===== config.mk =====
export PLATFORM = sky130hd
export DESIGN_NAME = dm_sba_arbiter
export DESIGN_NICKNAME = d
export VERILOG_FILES = /design/src/rtl/dm_sba_arbiter.sv
export SDC_FILE = /design/constraint.sdc
export NUM_CORES = 1
export LEC_CHECK = 0
export BUFFER_PORTS_ARGS = -buffer_cell sky130_fd_sc_hd__buf_2
export CAP_MARGIN = 0
export CORE_AREA = 2 2 217 219
export DETAILED_ROUTE_END_ITERATION = 10
export DIE_AREA = 0 0 219 221
export PLACE_DENSITY_LB_ADDON = 0.08
export SETUP_SLACK_MARGIN = 0.2
export SLEW_MARGIN = 20
export SYNTH_ARGS = -nofsm -noshare
export SYNTH_HDL_FRONTEND = slang
export SYNTH_SLANG_ARGS = --single-unit

===== constraint.sdc =====
create_clock -name aclk -period 4.3 [get_ports aclk]
set_clock_uncertainty 0.1 [all_clocks]
set_input_delay 1.29 -clock aclk [delete_from_list [all_inputs] [get_ports aclk]]
set_output_delay 1.29 -clock aclk [all_outputs]
set_load 0.1 [all_outputs]

===== src/rtl/dm_sba_arbiter.sv =====
// dm_sba_arbiter: round-robin arbiter sharing the debug-module system-bus master port
module dm_sba_arbiter #(
    parameter int          NR_REQ         = 2,
    parameter int          ADDR_WIDTH     = 64,
    parameter int          DATA_WIDTH     = 64,
    parameter int          TIMEOUT_CYCLES = 1024,
    parameter logic [63:0] ERR_RDATA      = 64'hDEAD_BEEF_DEAD_BEEF
) (
    input  logic                           aclk,
    input  logic                           aresetn,
    input  logic [NR_REQ-1:0]              s_req_i,
    input  logic [NR_REQ-1:0]              s_we_i,
    input  logic [NR_REQ*ADDR_WIDTH-1:0]   s_addr_i,
    input  logic [NR_REQ*DATA_WIDTH-1:0]   s_wdata_i,
    input  logic [NR_REQ*DATA_WIDTH/8-1:0] s_be_i,
    output logic [NR_REQ-1:0]              s_gnt_o,
    output logic [NR_REQ-1:0]              s_r_valid_o,
    output logic [DATA_WIDTH-1:0]          s_r_rdata_o,
    output logic                           m_req_o,
    output logic                           m_we_o,
    output logic [ADDR_WIDTH-1:0]          m_addr_o,
    output logic [DATA_WIDTH-1:0]          m_wdata_o,
    output logic [DATA_WIDTH/8-1:0]        m_be_o,
    input  logic                           m_gnt_i,
    input  logic                           m_r_valid_i,
    input  logic [DATA_WIDTH-1:0]          m_r_rdata_i,
    output logic [$clog2(NR_REQ)-1:0]      owner_o,
    output logic                           busy_o,
    output logic                           timeout_o
);
    localparam int OW = $clog2(NR_REQ);
    localparam int CW = $clog2(TIMEOUT_CYCLES);
    localparam int BW = DATA_WIDTH / 8;
    localparam logic [1:0] IDLE  = 2'd0;
    localparam logic [1:0] REQ   = 2'd1;
    localparam logic [1:0] RSP   = 2'd2;
    localparam logic [1:0] DRAIN = 2'd3;

    logic [1:0]    state, state_d;
    logic [OW-1:0] owner, rr, pick, owner_nx;
    logic [CW-1:0] cnt;
    logic          in_req, fire, rsp, tmo;

    // first requester at or after ptr, wrapping; downward scan leaves the nearest one
    function automatic logic [OW-1:0] rr_pick(input logic [NR_REQ-1:0] req, input logic [OW-1:0] ptr);
        int idx;
        rr_pick = ptr;
        for (int k = NR_REQ - 1; k >= 0; k--) begin
            idx = (int'(ptr) + k) % NR_REQ;
            if (req[idx]) rr_pick = OW'(idx);
        end
    endfunction

    // transaction control: owner drop aborts REQ, response or expiry ends RSP
    always_comb begin
        pick     = rr_pick(s_req_i, rr);
        in_req   = (state == REQ) && s_req_i[owner];
        fire     = in_req && m_gnt_i;
        rsp      = (state == RSP) && m_r_valid_i;
        tmo      = (state == RSP) && !m_r_valid_i && (cnt == CW'(TIMEOUT_CYCLES - 1));
        owner_nx = (owner == OW'(NR_REQ - 1)) ? '0 : owner + OW'(1);
        state_d  = (state == IDLE) ? ((|s_req_i) ? REQ : IDLE)
                 : (state == REQ)  ? (!s_req_i[owner] ? IDLE : m_gnt_i ? RSP : REQ)
                 : (state == RSP)  ? (m_r_valid_i ? IDLE : tmo ? DRAIN : RSP)
                 : (m_r_valid_i ? IDLE : DRAIN);
    end

    assign m_req_o     = in_req;
    assign m_we_o      = in_req && s_we_i[owner];
    assign m_addr_o    = in_req ? s_addr_i[owner*ADDR_WIDTH +: ADDR_WIDTH] : '0;
    assign m_wdata_o   = in_req ? s_wdata_i[owner*DATA_WIDTH +: DATA_WIDTH] : '0;
    assign m_be_o      = in_req ? s_be_i[owner*BW +: BW] : '0;
    assign s_gnt_o     = fire ? (NR_REQ'(1) << owner) : '0;
    assign s_r_valid_o = (rsp || tmo) ? (NR_REQ'(1) << owner) : '0;
    assign s_r_rdata_o = rsp ? m_r_rdata_i : tmo ? DATA_WIDTH'(ERR_RDATA) : '0;
    assign owner_o     = owner;
    assign busy_o      = state != IDLE;
    assign timeout_o   = tmo;

    // state, owner, round-robin pointer and response-wait counter
    always_ff @(posedge aclk or negedge aresetn) begin
        if (!aresetn) begin
            state <= IDLE;
            owner <= '0;
            rr    <= '0;
            cnt   <= '0;
        end else begin
            state <= state_d;
            if (state == IDLE && |s_req_i) owner <= pick;
            if (rsp || tmo) rr <= owner_nx;
            cnt <= fire ? '0 : (state == RSP) ? cnt + CW'(1) : cnt;
        end
    end
endmodule


==> run metrics <==
clk sinks=14; first-pass GRT wire length=35.94 mm; Area contributors post-synth=mux2i_1 (40%), nor2_1 (15%), nand2_1 (11%); CP Class=in -> out; maximum root-to-sink buffer count=2; Inst Count DP=1653; met2 Usage GRT=19.72%; layout cells sized above 1=63.81%; dpl hpwl=22.09 mm; Vias=5567; Fmax achieved=248.2 MHz; Die Y=221 µm; H-tree lvl count=1; largest net degree at the start of global routing=77; wire per inst=15.35 µm; Startpoint Class=input port; vias in the first global route=5679; Synth warnings=0; Yosys top cell area share=40.31%; area of the multi-input gates=3022 µm²; via density per instance=3.358; Tightest Hold Check Type=reg -> reg; final number of setup-violating endpoints=0; Crit. End Element=primary output; WP data required=2910 ps; RSZ-0062 raised after global routing=no; DRC=0; TritonRoute pass-1 iters=4; Synth Instances=517; CTS buffer count=3; Net Count, Synth=862; # hold bufs at CTS=0; register clock-pin slew on the reported worst setup and hold paths=50 ps; I/O Buffers=552; EDFF count, synth=0; initial DRC count=164; RePlAce Congestion=0.8009; Layout area overhead=145.2%; worst setup margin=270.9 ps; status=finished, final reports clean; placed cell areas=8457 µm²; Post-synth top flop=dfrtp_1; io pins=553; fin area=8586 µm²; total power=0.006374 W; slowest stage cell, crit path=buf_2; Max transition margin=57.68%; Yosys top cell by area=mux2i_1; Worst-Skew Late Latency=250 ps; grt met1 use=10.08%; die area=48400 µm²; ANT nets after route=0; Total GRT Usage=9.697%; cell mode on critical path=buf_2; Initial Util=7.600%; fin crit share=93.70%; FF/Latch Area=354.1 µm²; Core ar.=46060 µm²; Congestion Overflow GR=0; post-synth cell types=37; Crit path largest cell delay=440 ps; Core Rows=79; max_cap viols=0; chip width=219 µm; Post-synth top cells=mux2i_1 (141), nor2_1 (141), nand2_1 (98), buf_2 (25), and2_1 (18); post-place setup slack=143.9 ps; Arrival @ worst endpoint=2640 ps; minimum clock period=4029 ps; mapped cell area=3501 µm²; IR drop worst, VDD=0.3887 mV; ys async rst share=100.0%; Finished Layout Cells=1658; grt peak-use layer=met2; NumNets Final=1396; PD cells=742.4 nW/µm²; Mapped Avg Cell Area=6.771 µm²; worst path cell trace=buf_2 > mux2_2 > nand2_8 > buf_4 > nor2_2 > buf_2; CTS tree=yes; Seq/Total Area, Yosys=10.01%; Worst Path Buf+Inv=3; fillcell total=5322; Top delay family on crit path=buffers and inverters; antenna violations before repair=6; M3 GR Usage=2.474%; worst slew pin tran=634.8 ps; Slew Limit Fails=0; final hold violation count=0; Worst Path Max Fanout=17; static leakage=4.786 nW; Clock Tree Root=clkbuf_16; Post-Route WL=25.46 mm; Seq cells post-synth=14
cells by family (layout without fill, tap and decap cells):
kind of cell / after synthesis / count (layout) / synth area share (%)
AOI/OAI and AO/OA: 19 / 19 / 3.181
xor gates and xnor gates: 2 / 2 / 0.5004
adders and majority gates: 1 / 1 / 0.3573
buffers and inverters: 52 / 585 / 10.33
DFF: 14 / 14 / 10.01
muxes: 143 / 143 / 41.03
other: 0 / 1 / 0
and+or+nand+nor: 286 / 286 / 34.60
worst paths after layout:
check                      startpoint      endpoint  slack (ps)  cells after the start
max in group asynchronous     aresetn       owner_o        2960                      1
max                        s_req_i[1]  m_addr_o[56]         270                      6
min in group asynchronous     aresetn       owner_o         850                      1
max reg2reg                   owner_o      state[0]        2330                      5
min                            cnt[7]        cnt[7]         380                      1
min reg2reg                    cnt[7]        cnt[7]         380                      1
cell type report:
cell class                 count  area share [%]
clock buffer                   4           1.035
sequential                    14           4.124
antenna                        1         0.02915
inverter                       7          0.3498
tap                          607           8.846
timing repair buffer         574           50.42
multi-input combinational    451           35.19
worst reg2reg max path, stage by stage, from the launching register on:
cell and delay [ps]:
dfrtp_4 640, buf_4 430, mux2i_2 300, buf_4 180, o311a_1 140, a21oi_1 50
routing by layer:
metal	share of wire, %	vias to the layer above	wire length (µm)
met1	36	2447	9116
met5	0	-	0
met2	54	328	13750
met4	0.70	0	177
met3	9.5	16	2408
li1	-	2776	-
flip-flops by register name, indices dropped and copies added, names as in the netlist:
signal and count:
cnt 10, state 2, owner_o 1, rr 1
cells in the final DEF (no fill, tap or decap), types with 3 or more instances in the layout:
master     count
a21oi_1        8
nor2_1        61
clkbuf_4       8
nand3_1        5
inv_1          6
clkbuf_16      3
nand2_1       97
or3_1          3
and2_1        18
mux2i_1      141
buf_12        93
nor2_2        81
nand4_1        3
nand3b_1       3
nor2b_1        3
buf_4         16
dfrtp_1       13
o21ai_0        6
buf_2        457
power breakdown:
group          leakage (nW)  switching, W  internal (W)
combinational          4.56       0.00441       0.00150
sequential            0.185     0.0000939      0.000168
clock                0.0442     0.0000593      0.000141
per-stage QoR:
stage | utilization [%] | setup TNS, ps | hold WS, ps
finish | 18.64 | 0 | 381.9
global placement | 18.36 | 0 | 376.3
floorplan | - | -6950 | 330.9
detailed placement | 18.36 | 0 | 382.5
global route | 18.64 | 0 | 401.3
CTS | 18.59 | 0 | 389.4
timing repair:
action | in CTS | in global routing
setup endpoints to repair | 90 | 8
cloned | 0 | 0
setup buffers | 0 | 0
resized for setup | 2 | 8
Note: power is estimated with default switching activity, not from simulation.
